## src/rtl/interboard_link_gen2.sv

```systemverilog
// -----------------------------------------------------------------------------
// interboard_link_gen2
//
// Full-duplex board-to-board message link built on a 4-phase req/ack
// handshake. Each message of MSG_WORDS words of DATA_W bits is queued locally,
// then sent one word at a time. A word is placed on inter_data_out and then
// qualified with Request_out, and the peer acknowledges it on Ack_in. The
// receive side mirrors this: it captures inter_data_in when Request_in rises
// and answers with Ack_out. Both directions run independently. Both have a
// handshake watchdog that aborts a stalled transfer.
//
// Ports
//   clk             single clock, all logic on the rising edge
//   rst             synchronous, active-high reset
//   tx_valid        local message offered
//   tx_msg          message to send; word k = tx_msg[k*DATA_W +: DATA_W]
//   tx_ready        TX queue can accept a message (queue not full)
//   Request_out     word-valid strobe to the peer
//   Ack_out         acknowledge to the peer for a captured word
//   inter_data_out  current outgoing word
//   Request_in      peer word-valid strobe (asynchronous)
//   Ack_in          peer acknowledge (asynchronous)
//   inter_data_in   peer word (asynchronous, qualified by Request_in)
//   rx_valid        one-cycle pulse: rx_msg holds a new complete message
//   rx_msg          last complete received message, same word order as tx_msg
//   link_err        one-cycle pulse on any handshake timeout abort
//   err_cnt         number of timeout aborts, saturating at 255
// -----------------------------------------------------------------------------
module interboard_link_gen2 #(
  parameter int DATA_W      = 6,
  parameter int MSG_WORDS   = 4,
  parameter int FIFO_DEPTH  = 4,
  parameter int TIMEOUT_CYC = 1000000
) (
  input  logic                        clk,
  input  logic                        rst,
  input  logic                        tx_valid,
  input  logic [DATA_W*MSG_WORDS-1:0] tx_msg,
  output logic                        tx_ready,
  output logic                        Request_out,
  output logic                        Ack_out,
  output logic [DATA_W-1:0]           inter_data_out,
  input  logic                        Request_in,
  input  logic                        Ack_in,
  input  logic [DATA_W-1:0]           inter_data_in,
  output logic                        rx_valid,
  output logic [DATA_W*MSG_WORDS-1:0] rx_msg,
  output logic                        link_err,
  output logic [7:0]                  err_cnt
);

  localparam int MSG_W = DATA_W * MSG_WORDS;
  localparam int PTR_W = $clog2(FIFO_DEPTH);
  localparam int CNT_W = PTR_W + 1;
  localparam int IDX_W = (MSG_WORDS > 1) ? $clog2(MSG_WORDS) : 1;
  localparam int TMO_W = $clog2(TIMEOUT_CYC);

  localparam logic [IDX_W-1:0] LAST_IDX = IDX_W'(MSG_WORDS - 1);
  localparam logic [TMO_W-1:0] TMO_LAST = TMO_W'(TIMEOUT_CYC - 1);
  localparam logic [CNT_W-1:0] DEPTH_C  = CNT_W'(FIFO_DEPTH);

  typedef enum logic [1:0] {
    TX_IDLE,
    TX_SETUP,
    TX_REQ,
    TX_REL
  } tx_state_e;

  typedef enum logic {
    RX_WAIT,
    RX_ACK
  } rx_state_e;

  // ---------------------------------------------------------------------------
  // Input synchronizers: only the *_sync_q copies are used by the logic.
  // ---------------------------------------------------------------------------
  logic              req_meta_q, req_sync_q;
  logic              ack_meta_q, ack_sync_q;
  logic [DATA_W-1:0] data_meta_q, data_sync_q;

  // NOTE: clocked state uses non-blocking assignments so every flop samples
  // the pre-edge value of its inputs, independent of statement order.
  always_ff @(posedge clk) begin
    if (rst) begin
      req_meta_q  <= 1'b0;
      req_sync_q  <= 1'b0;
      ack_meta_q  <= 1'b0;
      ack_sync_q  <= 1'b0;
      data_meta_q <= '0;
      data_sync_q <= '0;
    end else begin
      req_meta_q  <= Request_in;
      req_sync_q  <= req_meta_q;
      ack_meta_q  <= Ack_in;
      ack_sync_q  <= ack_meta_q;
      data_meta_q <= inter_data_in;
      data_sync_q <= data_meta_q;
    end
  end

  // ---------------------------------------------------------------------------
  // TX message queue
  // ---------------------------------------------------------------------------
  logic [MSG_W-1:0] fifo_mem_q [FIFO_DEPTH];
  logic [PTR_W-1:0] wr_ptr_q, rd_ptr_q;
  logic [CNT_W-1:0] fifo_cnt_q;
  logic             fifo_full, fifo_empty;
  logic             fifo_push, fifo_pop;

  assign fifo_full  = (fifo_cnt_q == DEPTH_C);
  assign fifo_empty = (fifo_cnt_q == '0);
  assign fifo_push  = tx_valid && !fifo_full;
  assign tx_ready   = !fifo_full;

  // NOTE: the storage array has no reset; the pointers and count alone decide
  // which entries are valid, so clearing the data would only cost logic.
  always_ff @(posedge clk) begin
    if (fifo_push) fifo_mem_q[wr_ptr_q] <= tx_msg;
  end

  // Pointers wrap naturally because the depth is a power of two. A push and
  // a pop on the same edge leave the count unchanged.
  always_ff @(posedge clk) begin
    if (rst) begin
      wr_ptr_q   <= '0;
      rd_ptr_q   <= '0;
      fifo_cnt_q <= '0;
    end else begin
      if (fifo_push) wr_ptr_q <= wr_ptr_q + 1'b1;
      if (fifo_pop)  rd_ptr_q <= rd_ptr_q + 1'b1;
      case ({fifo_push, fifo_pop})
        2'b10:   fifo_cnt_q <= fifo_cnt_q + 1'b1;
        2'b01:   fifo_cnt_q <= fifo_cnt_q - 1'b1;
        default: fifo_cnt_q <= fifo_cnt_q;
      endcase
    end
  end

  // ---------------------------------------------------------------------------
  // TX handshake FSM
  // ---------------------------------------------------------------------------
  tx_state_e         tx_state_q, tx_state_d;
  logic [IDX_W-1:0]  tx_word_q, tx_word_d;
  logic [MSG_W-1:0]  tx_buf_q, tx_buf_d;
  logic [DATA_W-1:0] data_out_q, data_out_d;
  logic [TMO_W-1:0]  tx_tmo_q, tx_tmo_d;
  logic              req_out_q;
  logic              tx_tmo_hit;

  // NOTE: every combinational output gets a default before the case so no
  // path leaves it unassigned, which would otherwise infer a latch.
  always_comb begin
    tx_state_d = tx_state_q;
    tx_word_d  = tx_word_q;
    tx_buf_d   = tx_buf_q;
    data_out_d = data_out_q;
    tx_tmo_d   = '0;
    tx_tmo_hit = 1'b0;
    fifo_pop   = 1'b0;

    case (tx_state_q)
      // A new message starts only once the peer's ack is low. After a timeout
      // abort, this keeps a late ack from being taken as the ack for word 0.
      TX_IDLE: begin
        if (!fifo_empty && !ack_sync_q) begin
          fifo_pop   = 1'b1;
          tx_buf_d   = fifo_mem_q[rd_ptr_q];
          tx_word_d  = '0;
          data_out_d = fifo_mem_q[rd_ptr_q][DATA_W-1:0];
          tx_state_d = TX_SETUP;
        end
      end

      // One cycle with data stable on the wire before Request_out rises.
      TX_SETUP: tx_state_d = TX_REQ;

      TX_REQ: begin
        if (tx_tmo_q == TMO_LAST) begin
          tx_tmo_hit = 1'b1;
          tx_state_d = TX_IDLE;
        end else if (ack_sync_q) begin
          tx_state_d = TX_REL;
        end else begin
          tx_tmo_d = tx_tmo_q + 1'b1;
        end
      end

      TX_REL: begin
        if (tx_tmo_q == TMO_LAST) begin
          tx_tmo_hit = 1'b1;
          tx_state_d = TX_IDLE;
        end else if (!ack_sync_q) begin
          if (tx_word_q == LAST_IDX) begin
            tx_state_d = TX_IDLE;
          end else begin
            tx_word_d  = tx_word_q + 1'b1;
            data_out_d = tx_buf_q[int'(tx_word_d)*DATA_W +: DATA_W];
            tx_state_d = TX_SETUP;
          end
        end else begin
          tx_tmo_d = tx_tmo_q + 1'b1;
        end
      end

      default: tx_state_d = TX_IDLE;
    endcase
  end

  // ---------------------------------------------------------------------------
  // RX handshake FSM
  // ---------------------------------------------------------------------------
  rx_state_e        rx_state_q, rx_state_d;
  logic [IDX_W-1:0] rx_idx_q, rx_idx_d;
  logic [MSG_W-1:0] rx_buf_q, rx_buf_d;
  logic [MSG_W-1:0] rx_msg_q, rx_msg_d;
  logic [TMO_W-1:0] rx_tmo_q, rx_tmo_d;
  logic             rx_valid_q, rx_valid_d;
  logic             ack_out_q;
  logic             rx_tmo_hit;

  always_comb begin
    rx_state_d = rx_state_q;
    rx_idx_d   = rx_idx_q;
    rx_buf_d   = rx_buf_q;
    rx_msg_d   = rx_msg_q;
    rx_valid_d = 1'b0;
    rx_tmo_d   = '0;
    rx_tmo_hit = 1'b0;

    case (rx_state_q)
      RX_WAIT: begin
        if (req_sync_q) begin
          rx_buf_d[int'(rx_idx_q)*DATA_W +: DATA_W] = data_sync_q;
          rx_state_d = RX_ACK;
          if (rx_idx_q == LAST_IDX) begin
            rx_msg_d   = rx_buf_d;
            rx_valid_d = 1'b1;
            rx_idx_d   = '0;
          end else begin
            rx_idx_d = rx_idx_q + 1'b1;
          end
        end else if (rx_idx_q != '0) begin
          // Mid-message gap: the peer must deliver the next word in time.
          if (rx_tmo_q == TMO_LAST) begin
            rx_tmo_hit = 1'b1;
            rx_idx_d   = '0;
          end else begin
            rx_tmo_d = rx_tmo_q + 1'b1;
          end
        end
      end

      RX_ACK: begin
        if (!req_sync_q) begin
          rx_state_d = RX_WAIT;
        end else if (rx_tmo_q == TMO_LAST) begin
          rx_tmo_hit = 1'b1;
          rx_idx_d   = '0;
          rx_state_d = RX_WAIT;
        end else begin
          rx_tmo_d = rx_tmo_q + 1'b1;
        end
      end

      default: rx_state_d = RX_WAIT;
    endcase
  end

  // ---------------------------------------------------------------------------
  // Error accounting: simultaneous TX and RX aborts share one link_err pulse
  // but both count.
  // ---------------------------------------------------------------------------
  logic       link_err_q;
  logic [7:0] err_cnt_q, err_cnt_d;
  logic [8:0] err_sum;

  always_comb begin
    err_sum   = {1'b0, err_cnt_q} + 9'(tx_tmo_hit) + 9'(rx_tmo_hit);
    err_cnt_d = err_sum[8] ? 8'hFF : err_sum[7:0];
  end

  // ---------------------------------------------------------------------------
  // State registers
  // ---------------------------------------------------------------------------
  always_ff @(posedge clk) begin
    if (rst) begin
      tx_state_q <= TX_IDLE;
      tx_word_q  <= '0;
      tx_buf_q   <= '0;
      data_out_q <= '0;
      tx_tmo_q   <= '0;
      req_out_q  <= 1'b0;
      rx_state_q <= RX_WAIT;
      rx_idx_q   <= '0;
      rx_buf_q   <= '0;
      rx_msg_q   <= '0;
      rx_tmo_q   <= '0;
      rx_valid_q <= 1'b0;
      ack_out_q  <= 1'b0;
      link_err_q <= 1'b0;
      err_cnt_q  <= '0;
    end else begin
      tx_state_q <= tx_state_d;
      tx_word_q  <= tx_word_d;
      tx_buf_q   <= tx_buf_d;
      data_out_q <= data_out_d;
      tx_tmo_q   <= tx_tmo_d;
      // Strobes are registered decodes of the next state, so they are glitch
      // free on the wire and change on the same edge as the state.
      req_out_q  <= (tx_state_d == TX_REQ);
      rx_state_q <= rx_state_d;
      rx_idx_q   <= rx_idx_d;
      rx_buf_q   <= rx_buf_d;
      rx_msg_q   <= rx_msg_d;
      rx_tmo_q   <= rx_tmo_d;
      rx_valid_q <= rx_valid_d;
      ack_out_q  <= (rx_state_d == RX_ACK);
      link_err_q <= tx_tmo_hit | rx_tmo_hit;
      err_cnt_q  <= err_cnt_d;
    end
  end

  assign Request_out    = req_out_q;
  assign Ack_out        = ack_out_q;
  assign inter_data_out = data_out_q;
  assign rx_valid       = rx_valid_q;
  assign rx_msg         = rx_msg_q;
  assign link_err       = link_err_q;
  assign err_cnt        = err_cnt_q;

endmodule

```

## config.mk

```make
export PLATFORM = sky130hd
export DESIGN_NAME = interboard_link_gen2
export DESIGN_NICKNAME = d
export VERILOG_FILES = /design/src/rtl/interboard_link_gen2.sv
export SDC_FILE = /design/constraint.sdc
export NUM_CORES = 1
export LEC_CHECK = 0
export ABC_AREA = 1
export ABC_CLOCK_PERIOD_IN_PS = 3100
export BUFFER_PORTS_ARGS = -buffer_cell sky130_fd_sc_hd__clkbuf_2
export CAP_MARGIN = 20
export CORE_MARGIN = 4
export CORE_UTILIZATION = 40
export CTS_CLUSTER_DIAMETER = 50
export DETAILED_ROUTE_END_ITERATION = 10
export GPL_TIMING_DRIVEN = 0
export HOLD_SLACK_MARGIN = 0.05
export PLACE_DENSITY = 0.69
export SLEW_MARGIN = 20
export SYNTH_ARGS = -nofsm -noshare
export SYNTH_HDL_FRONTEND = slang
export SYNTH_SLANG_ARGS = --single-unit
```

## constraint.sdc

```tcl
create_clock -name clk -period 3.1 [get_ports clk]
set_input_delay 0.31 -clock clk [delete_from_list [all_inputs] [get_ports clk]]
set_output_delay 0.31 -clock clk [all_outputs]
set_load 0.02 [all_outputs]
```

==> results.sh, run 1 <==
export IMPL_rsz0062_at_grt="no"
export IMPL_place_area_um2=12100
export IMPL_gp_congestion=0.903
export IMPL_vdd_ir_drop_max_mv=0.519
export IMPL_p_int_uw=6680
export IMPL_routed_via_density=4.88
export IMPL_die_area_um2=30600
export IMPL_initial_utilization=0.410
export IMPL_final_setup_viol_count=0
export IMPL_critPathMaxFanout=11
export IMPL_drc=0
export IMPL_pwr_share_seq=0.425
export IMPL_syn2layout_area_growth_pct=20.0
export IMPL_h_tree_depth=1
export IMPL_place_ws_ns=-0.0252
export IMPL_p_leak_uw=0.00550
export IMPL_critPathKind="reg2reg"
export IMPL_comb_power_share=0.231
export IMPL_setup_tns_ns=0
export IMPL_hold_end="ack_sync_q"
export IMPL_cts_root_buf="clkbuf_16"
export IMPL_final_nets=1515
export IMPL_num_fill_cells=2538
export IMPL_clock_power_share=0.344
export IMPL_critPathLaunchType="register"
export IMPL_chipWidth_um=175
export IMPL_hold_class="reg2reg"
export IMPL_relSlewSlack=0.564
export IMPL_grt_pass1_wl_mm=43.1
export IMPL_layout_drive_gt1_share=0.132
export IMPL_swShare=0.314
export IMPL_yosysTopAreaCell="dfxtp_1"
export IMPL_antenna_found_initial=0
export IMPL_syn_num_nets=1372
export IMPL_clock_path_buffers=3
export IMPL_wl_per_cell_um=14.2
export IMPL_portBuffers=76
export IMPL_synth_top_area_share=0.289
export IMPL_setup_slack_ns=0.292
export IMPL_finalInstanceArea_um2=13400
export IMPL_cp_data_required_time_ns=3.58
export IMPL_rows=60
export IMPL_ys_top_cells_by_count="nand2_1, nor2_1, dfxtp_1"
export IMPL_diodes=0
export IMPL_ys_async_sr_fraction=0
export IMPL_tightest_slew_ns=0.653
export IMPL_worstPathArrival_ns=3.29
export IMPL_r2r_cells=14
export IMPL_maxCapViolCount=0
export IMPL_grt_use_total=0.170
export IMPL_grt_pass1_vias=8662
export IMPL_synthTopCellsByArea="dfxtp_1, edfxtp_1, nand2_1, nor2_1, inv_1"
export IMPL_rr_endpoint="err_cnt[5]"
export IMPL_fp_coreArea_um2=27200
export IMPL_drv_slew=0
export IMPL_finalCriticalPeriod_ns=2.81
export IMPL_synth_warnings=0
export IMPL_whs_path_depth=2
export IMPL_yosysMostFrequentCell="nand2_1"
export IMPL_p_switching_uw=3060
export IMPL_gr_total_overflow=0
export IMPL_post_cts_buffers=0
export IMPL_ant_nets=0
export IMPL_ys_ff_latch=257
export IMPL_numPlacedInstances=1773
export IMPL_grt_max_degree=25
export IMPL_fin_worst_skew_ns=0.0187
export IMPL_yosysUniqueCellTypes=42
export IMPL_die_y_um=175
export IMPL_cts_tree="built"
export IMPL_synth_flop_cell="dfxtp_1"
export IMPL_wl_mm=26.3
export IMPL_place_hpwl_mm=18.3
export IMPL_power_density_nw_per_um2=728
export IMPL_synth_edf_count=96
export IMPL_first_pass_iters=5
export IMPL_boundaryPins=78
export IMPL_drtIter0Drc=653
export IMPL_hold_slack_ns=0.402
export IMPL_fmax_mhz=356
export IMPL_final_cells=1856
export IMPL_post_route_period_util=0.906
export IMPL_cts_buffers=29
export IMPL_r2r_setup_slack_ns=0.29
export IMPL_rr_startpoint="rx_idx_q[0]"
export IMPL_avgSynthCellArea_um2=8.44
export IMPL_synth_cell_area_um2=11100
export IMPL_insertion_delay_ns=0.55
export IMPL_min_from="ack_meta_q"
export IMPL_clk_pin_slew_worst_paths_ns=0.06
export IMPL_outcome="finished, final reports clean"
export IMPL_syn_instance_count=1321
export IMPL_crit_path_end_kind="register"
export IMPL_cts_sinks=257
export IMPL_hold_viol=0
export IMPL_vias=9066
export IMPL_yosysSeqAreaShare=0.548
through the flow:
stage                     utilization  power [µW]
after global placement          0.441        6300
after CTS                       0.492        9820
after detailed placement        0.446        6410
after floorplan                     -        5690
final                           0.492        9740
after global routing            0.492       10300
critical path, stage by stage, from the launching register on:
cell     delay, ns
dfxtp_4       0.41
inv_2         0.12
ha_1          0.27
o21ai_1       0.18
nand2_1       0.07
inv_1         0.07
nand4_1       0.20
fa_1          0.50
inv_1         0.10
nand4_1       0.16
nor3b_2       0.28
nand3_2       0.16
o21ai_0       0.12
nand2_1       0.07
inv_1         0.06
cells by family (layout without fill, tap and decap cells):
| kind of cell | count (synthesis) | count (layout) | share of synthesized area |
|---|---|---|---|
| and+or+nand+nor | 603 | 603 | 0.230 |
| DFF | 257 | 257 | 0.548 |
| AOI/OAI and AO/OA | 213 | 213 | 0.107 |
| buffers and inverters | 205 | 368 | 0.0743 |
| xor gates and xnor gates | 27 | 27 | 0.0212 |
| adders and majority gates | 16 | 16 | 0.0193 |
how the worst max path moves through the flow:
stage               cells after the start         from  slack (ns)          to
finish                                 14  rx_idx_q[0]        0.29  err_cnt[5]
global route                           14  rx_idx_q[0]        0.02  err_cnt[5]
CTS                                    14  rx_idx_q[0]        0.11  err_cnt[5]
detailed placement                     14  rx_idx_q[0]       -0.03  err_cnt[5]
global placement                       14  rx_idx_q[0]       0.002  err_cnt[5]
floorplan                              14  rx_idx_q[0]        0.45  err_cnt[5]
power groups by stage:
stage	registers [µW]	logic, µW	clock network [µW]
2_1_floorplan	4180	1510	0
3_3_place_gp	4210	2090	0
3_5_place_dp	4210	2210	0
4_1_cts	4140	2260	3420
5_1_grt	4180	2530	3560
6_report	4140	2250	3350
layout by cell type (no fill, tap or decap), types with 3 or more instances in the layout:
| master | n |
|---|---|
| nand2_1 | 247 |
| nor2_1 | 210 |
| dfxtp_1 | 160 |
| inv_1 | 138 |
| edfxtp_1 | 96 |
| o21ai_0 | 91 |
| clkbuf_2 | 76 |
| nand3_1 | 75 |
| a21oi_1 | 51 |
| dlygate4sd3_1 | 32 |
| clkbuf_16 | 29 |
| clkbuf_1 | 28 |
| buf_2 | 25 |
| nand4_1 | 22 |
| xor2_1 | 20 |
| o22ai_1 | 18 |
| nor3_1 | 15 |
| o211ai_1 | 14 |
| ha_1 | 14 |
| o21ai_1 | 13 |
| o21a_1 | 13 |
| inv_2 | 12 |
| nor2_4 | 9 |
| nor2_2 | 8 |
| xnor2_1 | 7 |
| o21bai_1 | 7 |
| clkinv_2 | 6 |
| nand2_2 | 4 |
| buf_4 | 3 |
| buf_1 | 3 |
| inv_6 | 3 |
| bufinv_16 | 3 |
| buf_12 | 3 |
sequential cells by signal, indices dropped and copies added (netlist names), 2 cells and up, named ones only:
signal,count
tx_buf_q,24
rx_buf_q,24
tx_state_q,2
tx_word_q,2
fifo_mem_q,96
rd_ptr_q,2
data_meta_q,6
rx_tmo_q,20
rx_idx_q,2
rx_msg,24
tx_tmo_q,20
fifo_cnt_q,3
inter_data_out,6
wr_ptr_q,2
err_cnt,8
data_sync_q,6
final cells by class:
| class | instances | area (µm²) | area share |
|---|---|---|---|
| tap | 372 | 465 | 0.0348 |
| inverter | 151 | 568 | 0.0425 |
| clock inverter | 14 | 168 | 0.0125 |
| timing repair buffer | 112 | 788 | 0.0590 |
| multi-input combinational | 859 | 4250 | 0.318 |
| clock buffer | 37 | 766 | 0.0573 |
| sequential | 257 | 6110 | 0.457 |
| buffer | 54 | 260 | 0.0195 |
layer usage:
layer	vias to the layer above	wire length [µm]	GRT usage
li1	4608	-	-
met1	4220	12500	0.234
met2	186	11900	0.279
met3	52	1200	0.0262
met4	0	710	0.0478
met5	-	0	0
what timing repair did:
item / CTS / global route
gates resized for setup: 1 / 3
setup endpoints to repair: 1 / 6
pin swaps: 0 / 1
hold buffers: 32 / 0
endpoints found under the hold margin: 104 / 0
Note: power is estimated with default switching activity, not from simulation.
==> run 2: changes to the inputs <==
--- a/config.mk
+++ b/config.mk
@@ -9,8 +9,8 @@
 export ABC_CLOCK_PERIOD_IN_PS = 3100
 export BUFFER_PORTS_ARGS = -buffer_cell sky130_fd_sc_hd__clkbuf_2
 export CAP_MARGIN = 20
-export CORE_MARGIN = 4
 export CORE_UTILIZATION = 40
+export CTS_BUF_LIST = sky130_fd_sc_hd__clkbuf_8
 export CTS_CLUSTER_DIAMETER = 50
 export DETAILED_ROUTE_END_ITERATION = 10
 export GPL_TIMING_DRIVEN = 0
==> run 2 against run 1 <==
Maximum frequency down 2.2%. Setup slack got worse by 0.062 ns. Register-to-register slack worse by 0.06 ns. Sequential share of layout area increased by 0.19 points. Critical path type unchanged.
==> results.sh, run 2 (synthesis gave the netlist of run 1 again) <==
export IMPL_outcome="finished, final reports clean"
export IMPL_tightest_slew_ns=0.591
export IMPL_boundaryPins=78
export IMPL_critPathKind="reg2reg"
export IMPL_cts_tree="built"
export IMPL_clk_pin_slew_worst_paths_ns=0.06
export IMPL_maxCapViolCount=0
export IMPL_wl_mm=25.9
export IMPL_initial_utilization=0.410
export IMPL_layout_drive_gt1_share=0.142
export IMPL_die_y_um=169
export IMPL_portBuffers=76
export IMPL_crit_slowest_cell="fa_1"
export IMPL_grt_max_degree=25
export IMPL_chipWidth_um=169
export IMPL_slowest_delay_ns=0.49
export IMPL_drv_slew=0
export IMPL_place_ws_ns=-0.0276
export IMPL_fp_coreArea_um2=27200
export IMPL_cp_data_required_time_ns=3.58
export IMPL_cp_endpoint="err_cnt[5]"
export IMPL_grt_use_met2=0.311
export IMPL_cp_num_buf_inv=4
export IMPL_r2r_setup_slack_ns=0.23
export IMPL_regMostFlops="fifo_mem_q"
export IMPL_rr_startpoint="rx_idx_q[0]"
export IMPL_numPlacedInstances=1773
export IMPL_gp_congestion=0.917
export IMPL_crit_top_cell="inv_1"
export IMPL_diodes=0
export IMPL_grt_use_total=0.185
export IMPL_place_hpwl_mm=18.1
export IMPL_largest_reg_flops=96
export IMPL_cts_sinks=257
export IMPL_hold_viol=0
export IMPL_h_tree_depth=2
export IMPL_use_met1=0.244
export IMPL_relSlewSlack=0.606
export IMPL_critPathMaxFanout=11
export IMPL_first_pass_iters=6
export IMPL_routed_via_density=4.85
export IMPL_layout_commonest_cell="nand2_1"
export IMPL_antenna_found_initial=0
export IMPL_rsz0062_at_grt="no"
export IMPL_power_density_nw_per_um2=700
export IMPL_drc=0
export IMPL_fmax_mhz=348
export IMPL_setup_tns_ns=0
export IMPL_path_cells="inv_2, ha_1, o21ai_1, nand2_1, inv_1, nand4_1, fa_1, inv_1, nand4_1, nor3b_2, nand3_2, o21ai_0, nand2_1, inv_1"
export IMPL_syn2layout_area_growth_pct=19.5
export IMPL_cts_buffers=44
export IMPL_finalInstanceArea_um2=13300
export IMPL_fin_worst_skew_ns=0.0540
export IMPL_gr_total_overflow=0
export IMPL_critPathLaunchType="register"
export IMPL_worstPathArrival_ns=3.35
export IMPL_p_leak_uw=0.00555
export IMPL_insertion_delay_ns=0.57
export IMPL_final_cells=1887
export IMPL_finalCriticalPeriod_ns=2.87
export IMPL_wl_per_cell_um=13.7
export IMPL_post_route_period_util=0.926
export IMPL_grt_pass1_vias=8699
export IMPL_ant_nets=0
export IMPL_met3_usage=0.0285
export IMPL_crit_path_end_kind="register"
export IMPL_path_depth=14
export IMPL_cts_root_buf="clkbuf_8"
export IMPL_r2r_cells=14
export IMPL_final_nets=1530
export IMPL_vias=9147
export IMPL_vdd_ir_drop_max_mv=0.418
export IMPL_layout_common_cells="nand2_1, nor2_1, dfxtp_1"
export IMPL_rr_endpoint="err_cnt[5]"
export IMPL_hold_class="reg2reg"
export IMPL_die_area_um2=28500
export IMPL_final_setup_viol_count=0
export IMPL_rows=60
export IMPL_crit_start="rx_idx_q[0]"
export IMPL_drtIter0Drc=572
export IMPL_grt_pass1_wl_mm=42.4
export IMPL_top_usage_layer="met2"
export IMPL_critPathTopFamily="simple AND/OR/NAND/NOR gates"
export IMPL_setup_slack_ns=0.230
export IMPL_place_area_um2=12100
export IMPL_clock_path_buffers=3
==> run 2: cell types whose count changed in the layout (fill, tap and decap cells not counted), moves of 2 or more <==
cell        change
bufinv_16       -2
clkbuf_1        -7
clkbuf_16      -29
clkbuf_8       +49
clkinvlp_4      +3
inv_1          +18
inv_6           -2
inv_8           -2
==> run 2: what timing repair did <==
action,CTS,global route
hold endpoints to repair,104,0
hold buffers,32,0
buffers inserted,0,0
pin swaps,0,1
endpoints found under the setup margin,6,6
gates resized for setup,1,3
==> run 2: how the worst min path moves through the flow <==
stage | cells after the start | slack (ns) | start | endpoint
6_report | 2 | 0.38 | ack_meta_q | ack_sync_q
4_1_cts | 3 | 0.38 | tx_valid | wr_ptr_q[1]
3_5_place_dp | 2 | 0.40 | data_meta_q[1] | data_sync_q[1]
3_3_place_gp | 2 | 0.40 | data_meta_q[1] | data_sync_q[1]
5_1_grt | 2 | 0.41 | data_meta_q[5] | data_sync_q[5]
2_1_floorplan | 2 | 0.39 | ack_meta_q | ack_sync_q
==> run 2: stage by stage <==
step | util | power, µW | hold slack, ns
global placement | 0.441 | 6310 | 0.396
finish | 0.490 | 9310 | 0.381
detailed placement | 0.446 | 6410 | 0.397
floorplan | - | 5690 | 0.388
CTS | 0.490 | 9420 | 0.383
global route | 0.490 | 9890 | 0.408
==> run 2: cell type report <==
class	instances	area [µm²]
Tap cell	372	465
Inverter	151	568
Buffer	54	260
Clock buffer	50	688
Timing Repair Buffer	112	796
Clock inverter	32	183
Multi-Input combinational cell	859	4250
Sequential cell	257	6110
Fill cell	2619	13900
==> run 2: metal layers <==
| metal | part of all wire | vias to the layer above |
|---|---|---|
| met2 | 0.47 | 187 |
| met1 | 0.47 | 4261 |
| li1 | - | 4655 |
| met5 | 0 | - |
| met3 | 0.043 | 44 |
| met4 | 0.021 | 0 |
==> run 2: report_power, final <==
part,internal (µW),switching (µW)
clock network,1580,1370
registers,3930,204
logic,749,1480
total,6260,3060
==> run 2: tightest hold or removal path: cells and delay by family (launching register included) <==
| kind | cells | cell delay [ns] |
|---|---|---|
| and+or+nand+nor | 1 | 0.03 |
| DFF | 1 | 0.30 |
| buffers and inverters | 1 | 0.04 |
==> run 3: changes to the inputs <==
--- a/config.mk
+++ b/config.mk
@@ -9,13 +9,13 @@
 export ABC_CLOCK_PERIOD_IN_PS = 3100
 export BUFFER_PORTS_ARGS = -buffer_cell sky130_fd_sc_hd__clkbuf_2
 export CAP_MARGIN = 20
-export CORE_UTILIZATION = 40
+export CORE_UTILIZATION = 30
 export CTS_BUF_LIST = sky130_fd_sc_hd__clkbuf_8
 export CTS_CLUSTER_DIAMETER = 50
 export DETAILED_ROUTE_END_ITERATION = 10
 export GPL_TIMING_DRIVEN = 0
 export HOLD_SLACK_MARGIN = 0.05
-export PLACE_DENSITY = 0.69
+export PLACE_DENSITY = 0.57
 export SLEW_MARGIN = 20
 export SYNTH_ARGS = -nofsm -noshare
 export SYNTH_HDL_FRONTEND = slang
==> run 3 against run 2 <==
Maximum frequency rose by 2.2%. Non-clock buffer count rose by 1. Global-route usage shrank 4.1 points. Highest routed layer unchanged. Setup slack gained 0.060 ns.
==> results.sh, run 3 (synthesis gave the netlist of run 1 again) <==
export IMPL_finalCriticalPeriod_ns=2.81
export IMPL_met2_length_mm=12.7
export IMPL_wl_mm=27.2
export IMPL_final_nets=1532
export IMPL_top_layer_used="met4"
export IMPL_crit_top_cell="inv_1"
export IMPL_gp_congestion=0.891
export IMPL_chipWidth_um=195
export IMPL_clk_pin_slew_worst_paths_ns=0.06
export IMPL_syn2layout_area_growth_pct=21.0
export IMPL_clock_path_buffers=3
export IMPL_cts_root_buf="clkbuf_8"
export IMPL_outcome="finished, final reports clean"
export IMPL_final_setup_viol_count=0
export IMPL_power_density_nw_per_um2=702
export IMPL_gr_total_overflow=0
export IMPL_numPlacedInstances=1869
export IMPL_p_leak_uw=0.00557
export IMPL_ant_nets=0
export IMPL_drtIter0Drc=490
export IMPL_critPathMaxFanout=11
export IMPL_fmax_mhz=356
export IMPL_die_y_um=195
export IMPL_tightest_slew_ns=0.611
export IMPL_layout_common_cells="nand2_1, nor2_1, dfxtp_1"
export IMPL_cts_tree="built"
export IMPL_portBuffers=76
export IMPL_cp_num_buf_inv=4
export IMPL_place_area_um2=12200
export IMPL_insertion_delay_ns=0.55
export IMPL_critPathTopFamily="simple AND/OR/NAND/NOR gates"
export IMPL_fin_worst_skew_ns=0.0168
export IMPL_wl_per_cell_um=13.7
export IMPL_grt_max_degree=22
export IMPL_finalInstanceArea_um2=13500
export IMPL_critPathKind="reg2reg"
export IMPL_dr_wl_met3_mm=1.14
export IMPL_boundaryPins=78
export IMPL_largest_reg_flops=96
export IMPL_first_pass_iters=5
export IMPL_cp_data_required_time_ns=3.60
export IMPL_slowest_delay_ns=0.45
export IMPL_routed_via_density=4.58
export IMPL_grt_pass1_vias=8780
export IMPL_drc=0
export IMPL_die_area_um2=37900
export IMPL_rsz0062_at_grt="no"
export IMPL_crit_path_end_kind="register"
export IMPL_vias=9077
export IMPL_vdd_ir_drop_max_mv=0.393
export IMPL_layout_commonest_cell="nand2_1"
export IMPL_cts_buffers=45
export IMPL_crit_slowest_cell="fa_2"
export IMPL_setup_tns_ns=0
export IMPL_path_cells="inv_2, ha_1, o21ai_1, nand2_1, inv_1, nand4_1, fa_2, inv_1, nand4_1, nor3b_2, nand3_2, o21ai_0, nand2_1, inv_1"
export IMPL_grt_pass1_wl_mm=44.1
export IMPL_hold_slack_ns=0.400
export IMPL_h_tree_depth=2
export IMPL_layout_drive_gt1_share=0.145
export IMPL_grt_use_total=0.144
export IMPL_final_cells=1980
export IMPL_relSlewSlack=0.593
export IMPL_maxCapViolCount=0
export IMPL_cts_sinks=257
export IMPL_critPathLaunchType="register"
export IMPL_fp_coreArea_um2=36600
export IMPL_fin_total_pwr_uw=9460
export IMPL_rows=70
export IMPL_hold_class="reg2reg"
export IMPL_initial_utilization=0.304
export IMPL_drv_slew=0
export IMPL_worstPathArrival_ns=3.31
export IMPL_post_route_period_util=0.906
export IMPL_met1_length_mm=12.7
export IMPL_hold_viol=0
export IMPL_antenna_found_initial=0
export IMPL_place_hpwl_mm=19.2
export IMPL_regMostFlops="fifo_mem_q"
export IMPL_diodes=0
-- run 3: changes by cell type in the layout (fill, tap and decap cells not counted), moves of 2 or more --
cell	change
clkinvlp_4	-2
clkbuf_8	+7
inv_1	-5
clkinv_2	-2
-- run 3: path summary, 6_finish.rpt --
path | slack [ns] | cells past startpoint | startpoint | endpoint
worst max-delay path | 0.29 | 14 | rx_idx_q[0] | err_cnt[5]
worst min-delay path | 0.40 | 2 | data_meta_q[5] | data_sync_q[5]
worst max register to register | 0.29 | 14 | rx_idx_q[0] | err_cnt[5]
worst min register to register | 0.40 | 2 | data_meta_q[5] | data_sync_q[5]
-- run 3: what timing repair did --
action | CTS | global route
hold buffers | 32 | 0
endpoints found under the hold margin | 104 | 0
setup endpoints to repair | 6 | 8
pin swaps | 0 | 2
setup buffers | 0 | 1
resized for setup | 2 | 3
-- run 3: worst reg2reg max path: stages, from the launching register on --
cell and delay (ns):
dfxtp_4 0.41, inv_2 0.12, ha_1 0.27, o21ai_1 0.17, nand2_1 0.07, inv_1 0.07, nand4_1 0.21, fa_2 0.45
inv_1 0.11, nand4_1 0.18, nor3b_2 0.30, nand3_2 0.17, o21ai_0 0.12, nand2_1 0.06, inv_1 0.06
-- run 3: metrics by stage --
| step | worst slack, ns | util |
|---|---|---|
| 2_1_floorplan | 0.453 | - |
| 3_3_place_gp | -0.179 | 0.331 |
| 3_5_place_dp | -0.127 | 0.334 |
| 4_1_cts | 0.0611 | 0.368 |
| 5_1_grt | 0.0419 | 0.368 |
| 6_report | 0.290 | 0.368 |
-- run 3: final cells by class --
cell class | count | area [µm²]
Buffer | 54 | 260
Clock buffer | 57 | 785
Inverter | 151 | 568
Multi-Input combinational cell | 859 | 4250
Fill cell | 3787 | 23100
Tap cell | 468 | 586
Timing Repair Buffer | 113 | 811
Sequential cell | 257 | 6110
Clock inverter | 21 | 116
-- run 3: metal layers --
| metal | GRT usage | vias up |
|---|---|---|
| met4 | 0.0496 | 0 |
| met3 | 0.0250 | 56 |
| met5 | 0 | - |
| met1 | 0.186 | 4187 |
| met2 | 0.243 | 177 |
| li1 | - | 4657 |
-- run 3: where the power goes --
group,switching (µW),internal (µW)
Sequential,207,3930
Combinational,1510,756
Clock,1330,1730
